==> src/rtl/wptr_full_pkg.sv <==
// rtl/wptr_full_pkg.sv - shared async-FIFO depth and Gray-code helpers
package wptr_full_pkg;

    localparam int unsigned CODE_W = 32;

    function automatic int fifo_depth(input int addrsize);
        return 1 << addrsize;
    endfunction

    function automatic logic [CODE_W-1:0] bin2gray(input logic [CODE_W-1:0] b);
        return (b >> 1) ^ b;
    endfunction

    // Zero-extended Gray codes convert correctly, so narrower pointers can use this too.
    function automatic logic [CODE_W-1:0] gray2bin(input logic [CODE_W-1:0] g);
        logic [CODE_W-1:0] b;
        for (int i = 0; i < CODE_W; i++) begin
            b[i] = ^(g >> i);
        end
        return b;
    endfunction

endpackage

==> src/rtl/wptr_full_if.sv <==
// rtl/wptr_full_if.sv - write-side pointer/flag bundle of the async FIFO
interface wptr_full_if #(
    parameter int ADDRSIZE = 4
);
    logic                winc;
    logic [ADDRSIZE:0]   wq2_rptr;
    logic [ADDRSIZE:0]   wptr;
    logic [ADDRSIZE-1:0] waddr;
    logic                wfull;
    logic                walmost_full;
    logic [ADDRSIZE:0]   wlevel;
    logic                wovf;

    modport master (
        output winc, wq2_rptr,
        input  wptr, waddr, wfull, walmost_full, wlevel, wovf
    );

    modport slave (
        input  winc, wq2_rptr,
        output wptr, waddr, wfull, walmost_full, wlevel, wovf
    );
endinterface

==> src/rtl/wptr_full_gray2bin.sv <==
// rtl/wptr_full_gray2bin.sv - combinational Gray-to-binary XOR prefix
module wptr_full_gray2bin #(
    parameter int N = 5
) (
    input  logic [N-1:0] gray,
    output logic [N-1:0] bin
);

    always_comb begin
        bin = '0;
        for (int i = 0; i < N; i++) begin
            bin[i] = ^(gray >> i);
        end
    end

endmodule

==> src/rtl/wptr_full.sv <==
// rtl/wptr_full.sv - async FIFO write pointer, full/almost-full, level and overflow
module wptr_full
    import wptr_full_pkg::*;
#(
    parameter int ADDRSIZE     = 4,
    parameter int AFULL_THRESH = fifo_depth(ADDRSIZE) - 2
) (
    input  logic         wclk,
    input  logic         wrst_n,
    wptr_full_if.slave   bus
);

    localparam int AW = ADDRSIZE;
    localparam logic [AW:0] AFULL_LVL = (AW+1)'(AFULL_THRESH);

    logic [AW:0] wbin;
    logic [AW:0] wbnext;
    logic [AW:0] wgnext;
    logic [AW:0] rbin_s;
    logic [AW:0] level_next;
    logic [AW:0] wptr_q;
    logic [AW:0] wlevel_q;
    logic        wfull_q;
    logic        afull_q;
    logic        wovf_q;
    logic        winc_ok;
    logic        full_next;

    wptr_full_gray2bin #(
        .N (AW + 1)
    ) u_rptr_g2b (
        .gray (bus.wq2_rptr),
        .bin  (rbin_s)
    );

    // Full when the write pointer is one lap ahead: top two Gray bits inverted, rest equal.
    always_comb begin
        winc_ok    = bus.winc & ~wfull_q;
        wbnext     = wbin + (AW+1)'(winc_ok);
        wgnext     = (wbnext >> 1) ^ wbnext;
        level_next = wbnext - rbin_s;
        full_next  = (wgnext == {~bus.wq2_rptr[AW:AW-1], bus.wq2_rptr[AW-2:0]});
    end

    always_ff @(posedge wclk or negedge wrst_n) begin
        if (!wrst_n) begin
            wbin     <= '0;
            wptr_q   <= '0;
            wfull_q  <= 1'b0;
            afull_q  <= 1'b0;
            wlevel_q <= '0;
            wovf_q   <= 1'b0;
        end else begin
            wbin     <= wbnext;
            wptr_q   <= wgnext;
            wfull_q  <= full_next;
            afull_q  <= (level_next >= AFULL_LVL);
            wlevel_q <= level_next;
            wovf_q   <= wovf_q | (bus.winc & wfull_q);
        end
    end

    assign bus.wptr         = wptr_q;
    assign bus.waddr        = wbin[AW-1:0];
    assign bus.wfull        = wfull_q;
    assign bus.walmost_full = afull_q;
    assign bus.wlevel       = wlevel_q;
    assign bus.wovf         = wovf_q;

endmodule

==> src/flat_wrapper.sv <==
// flat-port wrapper written by rule: the top's interface ports become plain ports
module wptr_full_flat import wptr_full_pkg::*;
#(
    parameter int ADDRSIZE     = 4,
    parameter int AFULL_THRESH = fifo_depth(ADDRSIZE) - 2
)
  (wclk, wrst_n, bus_winc, bus_wq2_rptr, bus_wptr, bus_waddr, bus_wfull, bus_walmost_full, bus_wlevel, bus_wovf);
  wptr_full_if #(.ADDRSIZE(ADDRSIZE)) bus_i ();
  input  logic wclk;
  input  logic wrst_n;
  input wire logic [$bits(bus_i.winc)-1:0] bus_winc;
  input wire logic [$bits(bus_i.wq2_rptr)-1:0] bus_wq2_rptr;
  output wire logic [$bits(bus_i.wptr)-1:0] bus_wptr;
  output wire logic [$bits(bus_i.waddr)-1:0] bus_waddr;
  output wire logic [$bits(bus_i.wfull)-1:0] bus_wfull;
  output wire logic [$bits(bus_i.walmost_full)-1:0] bus_walmost_full;
  output wire logic [$bits(bus_i.wlevel)-1:0] bus_wlevel;
  output wire logic [$bits(bus_i.wovf)-1:0] bus_wovf;
  assign bus_i.winc = bus_winc;
  assign bus_i.wq2_rptr = bus_wq2_rptr;
  assign bus_wptr = bus_i.wptr;
  assign bus_waddr = bus_i.waddr;
  assign bus_wfull = bus_i.wfull;
  assign bus_walmost_full = bus_i.walmost_full;
  assign bus_wlevel = bus_i.wlevel;
  assign bus_wovf = bus_i.wovf;
  wptr_full #(.ADDRSIZE(ADDRSIZE), .AFULL_THRESH(AFULL_THRESH)) u_core (.wclk(wclk), .wrst_n(wrst_n), .bus(bus_i));
endmodule
==> config.mk <==
export PLATFORM = sky130hd
export DESIGN_NAME = wptr_full_flat
export DESIGN_NICKNAME = d
export VERILOG_FILES = /design/src/rtl/wptr_full_pkg.sv /design/src/rtl/wptr_full_if.sv /design/src/rtl/wptr_full_gray2bin.sv /design/src/rtl/wptr_full.sv /design/src/flat_wrapper.sv
export SDC_FILE = /design/constraint.sdc
export NUM_CORES = 1
export LEC_CHECK = 0
export ABC_AREA = 1
export CELL_PAD_IN_SITES_DETAIL_PLACEMENT = 0
export CELL_PAD_IN_SITES_GLOBAL_PLACEMENT = 2
export CORE_UTILIZATION = 25
export DETAILED_ROUTE_END_ITERATION = 10
export GPL_TIMING_DRIVEN = 1
export PLACE_DENSITY_LB_ADDON = 0.1
export SLEW_MARGIN = 20
export SYNTH_ARGS = -nofsm -noshare
export SYNTH_HDL_FRONTEND = slang
export SYNTH_SLANG_ARGS = --single-unit
==> constraint.sdc <==
create_clock -name wclk -period 2 [get_ports wclk]
set_input_delay 0.2 -clock wclk [delete_from_list [all_inputs] [get_ports wclk]]
set_output_delay 0.2 -clock wclk [all_outputs]
set_load 0.01 [all_outputs]
# Yosys cells after proc, flatten, opt, wreduce, memory -nomap -nowiden
# Index checks and enable logic that the tools add are counted.
classes:
  n_eq_ne: 1
  addsub: 2
  n_mux: 0
  div: 0
  n_reduce_logical: 5
  shifts: 0
  order_cmp: 1
  bitwise: 6
  multipliers: 0
ops:
  columns: ["cell", "count"]
  rows:
  - ["$reduce_xor 5->1", 5]
  - ["$add 5x1->5", 1]
  - ["$eq 5x5->1", 1]
  - ["$ge 5x4->1 const B", 1]
  - ["$sub 5x5->5", 1]
  - ["$xor 4x5->5", 1]
  - ["$and 1x1->1", 2]
  - ["$not 2->2", 1]
  - ["$not 1->1", 1]
  - ["$or 1x1->1", 1]
word_totals:
  in_bits: 8
  regBits: 18
  ramBits: 0
  latchBits: 0
  romBits: 0
  n_memories: 0
  out_inout_bits: 17

# Longest topological paths before layout
depth:
  depth_word: 5
  mapped_depth: 16
  mapped_depth_nobuf: 16

# Cells and area by module
# A second synthesis with hierarchy kept.
unflattened:
  hier_cells: 137
  hier_area_um2: 1091.0
by_module_without_submodules:
  columns: ["module", "n_inst", "area_each_um2", "cells_each", "seq_area_each_um2"]
  rows:
  - ["wptr_full", 1, 973.4, 116, 425.4]
  - ["wptr_full_gray2bin", 1, 117.6, 21, 0.0]

# Worst setup path after synthesis
# Ideal clock, no wire load.
synth_timing:
  kind: "register -> register"
  startpoint: "register u_core.wfull_q, in the netlist u_core.bus.wfull"
  endpoint: "register u_core.afull_q, in the netlist u_core.bus.walmost_full"
  path_buffers: 0
  setup_time_ns: 0.118
  stages_incl_launch_ff: 12
  synth_period_minus_slack_ns: 2.165
  setup_slack_ns: -0.165
  arrival_ns: 2.047
  path_cell_list: "dfrtp_1 > nor2_1 > ha_1 > ha_1 > inv_1 > fa_1 > nor2_1 > nor2_1 > nand2_2 > nand3_1 > nand2_1 > nand2_1"
synth_via:
  elab_chain_cells: 5
synth_lines:
  columns: ["item", "line_no", "source"]
  rows:
  - ["from (decl)", "wptr_full.sv:23", "logic wfull_q;"]
  - ["from (signal assigned)", "wptr_full.sv:56", "wfull_q <= full_next;"]
  - ["$not 1->1", "wptr_full.sv:38", "winc_ok = bus.winc & ~wfull_q;"]
  - ["$and 1x1->1", "wptr_full.sv:38", null]
  - ["$add 5x1->5", "wptr_full.sv:39", "wbnext = wbin + (AW+1)'(winc_ok);"]
  - ["net u_core.wbnext[1]", "wptr_full.sv:17", "logic [AW:0] wbnext;"]
  - ["$sub 5x5->5", "wptr_full.sv:41", "level_next = wbnext - rbin_s;"]
  - ["$ge 5x4->1", "wptr_full.sv:57", "afull_q <= (level_next >= AFULL_LVL);"]
  - ["to (signal assigned)", "wptr_full.sv:57", null]
  - ["to (decl)", "wptr_full.sv:24", "logic afull_q;"]
# The timed path passes the listed nets, and every way through them passes these cells.

# Worst setup path after layout
# Ends and elaborated chain as after synthesis.

==> out/metrics.csv <==
metric,value,unit
detailroute.via_count,953,
place_congestion,0.7584,
clk_pin_slew,0.07,ns
clk_latency,0.25,ns
start_util,0.2618,
vdd_drop_max,0.0007724,V
ant_nets,0,
cp-start-kind,flop,
rr_worst_depth,11,
drv_cap,0,
port_buffers,24,
critPathSlowestCell,fa_2,
design_power_total,2.928,mW
p_leak,0.8709,nW
dieArea,4452,µm²
grt_pass1_wl,4.022,mm
hold_violations,0,
via_per_inst,4.038,
grt_usage,0.1266,
hold_depth,2,
layout_common_cells,"nand2_1, buf_4, clkdlybuf4s50_1, inv_1, dfrtp_1",
yosysSeqAreaShare,0.4062,
tightest_slew,0.3102,ns
die_w,66.72,µm
critPathMaxStageDelay,0.40,ns
syn_area_per_cell,7.994,µm²
worst-path-buf-inv,1,
core.rowCount,23,
cp_cell_sequence,nor2_4 -> ha_4 -> ha_4 -> inv_2 -> fa_2 -> nor2_4 -> nor2_2 -> nand2_2 -> nand3_1 -> nand2_1 -> nand2_1,
grt_max_degree,18,
max-slew-margin-rel,0.7932,
cts_root_buffer,clkbuf_8,
period_share,0.9303,
crit_path_max_fanout,3,
fin_skew,0.002510,ns
instances_no_fill,236,
cts_buffers,3,
dpl.hpwl,1.988,mm
hp-class,in2reg,
n_fill_cell,412,
final_common_cell,nand2_1,
core,4000,µm²
drtIter0Drc,28,
cp.depth,11,
cpLargestDelayFamily,adder cells,
setup_violations,0,
first_pass_iters,4,
crit_arrival,2.01,ns
dp_cells,225,
grt_pass1_vias,881,
synth-seq-cells,17,
antenna_found_initial,0,
worstSetupEndpointType,flop,
worstSetupPathType,reg2reg,
synth_nets,145,
diodes,0,
ios,25,
routedWlPerCell,10.42,µm
final_util,0.4204,
drive_gt1_frac,0.3710,
grt-ovfl-total,0,
finalSetupTns,0,ns
cts.sinks,17,
clockBufferDepth,2,
htree_levels,1,
power_density,1741,nW/µm²
final_max_slew_viol_count,0,
ys_warn_count,0,
grt_setup_unrepaired,no,
clock.fmax,537.5,MHz
routed_wl,2.460,mm
finalNetCount,201,
worstPathRequired,2.15,ns
netlist_area,1047,µm²
drc_errors,0,
dieHeight,66.72,µm
period_needed,1.861,ns
tritoncts,built,
status,"complete, no violations",
synthCells,131,
ys_types,21,
syn_to_final_growth,60.57,%
[report_power, final]
group / switching [mW] / total (mW) / internal, mW / leakage (nW)
registers: 0.115 / 0.639 / 0.524 / 0.203
clock network: 0.122 / 0.264 / 0.141 / 0.0228
logic: 0.943 / 2.03 / 1.08 / 0.646
[kinds of logic after synthesis]
group                      share of synthesized area
AOI/OAI and AO/OA                            0.01195
xor gates and xnor gates                     0.05855
adders and majority gates                    0.07885
buffers and inverters                         0.1004
DFF                                           0.4062
and+or+nand+nor                               0.3441
[layer usage]
metal / share of wire / GRT usage / wire [µm] / vias up
met5: 0 / 0 / 0 / -
met4: 0.0081 / 0.04787 / 20 / 0
met3: 0.022 / 0.02055 / 53 / 2
met2: 0.51 / 0.2096 / 1257 / 10
met1: 0.46 / 0.1630 / 1129 / 427
li1: - / - / - / 514
[cell usage after synthesis]
master	number	area, µm²
inv_2	1	3.750
buf_6	1	11.26
nand3_1	14	70.07
nand2_2	11	68.82
nor2_1	6	22.52
fa_1	1	20.02
o21ai_0	1	5.000
xor2_2	1	16.27
xor2_4	1	27.53
xor2_1	2	17.52
and2_1	1	6.260
nor2_2	1	6.260
nand3b_1	1	7.510
nand2_1	36	135.1
nand4_1	3	18.77
dfrtp_1	17	425.4
a21o_1	1	7.510
inv_1	24	90.09
nor3_1	1	5.000
nand3_2	2	20.02
ha_1	5	62.56
[sequential cells by signal, indices dropped and copies added (netlist names)]
name	count
u_core.bus.wovf	1
u_core.bus.wfull	1
u_core.bus.walmost_full	1
u_core.bus.wlevel	5
u_core.wbin	5
u_core.bus.wptr	4
[area by class of cell]
type / instances / area (µm²) / area share
clock buffers: 4 / 45.04 / 0.02679
repair buffers: 52 / 450.4 / 0.2679
well taps: 50 / 62.56 / 0.03720
flip-flops and latches: 17 / 425.4 / 0.2530
multi-input cells: 88 / 604.3 / 0.3594
inverters: 25 / 93.84 / 0.05580
[stage by stage]
step | instance area, µm² | setup WS [ns] | hold WS (ns)
5_1_grt | 1682 | 0.001703 | 0.2180
4_1_cts | 1638 | 0.01196 | 0.2832
6_report | 1682 | 0.1394 | 0.2122
3_5_place_dp | 1514 | -0.5334 | 0.4437
3_3_place_gp | 1514 | -0.4840 | 0.4378
2_1_floorplan | 1065 | 0.002328 | -0.09559
[what timing repair did]
item | 4_1_cts | 5_1_grt
gates resized for setup | 15 | 16
hold buffers | 0 | 0
setup endpoints to repair | 5 | 6
pin swaps | 7 | 12
endpoints found under the hold margin | 0 | 0
setup buffers | 4 | 3
[path summary, 6_finish.rpt]
check / slack (ns) / end / startpoint
setup / recovery: 0.14 / u_core.bus.walmost_full / u_core.bus.wfull
hold / removal: 0.21 / u_core.bus.wovf / bus_winc
setup reg to reg: 0.14 / u_core.bus.walmost_full / u_core.bus.wfull
hold reg to reg: 0.45 / u_core.bus.wovf / u_core.bus.wovf
max in group asynchronous: 1.53 / u_core.bus.wlevel[2] / wrst_n
min in group asynchronous: 0.28 / u_core.bus.wovf / wrst_n
Power figures use the tool's default switching activity.
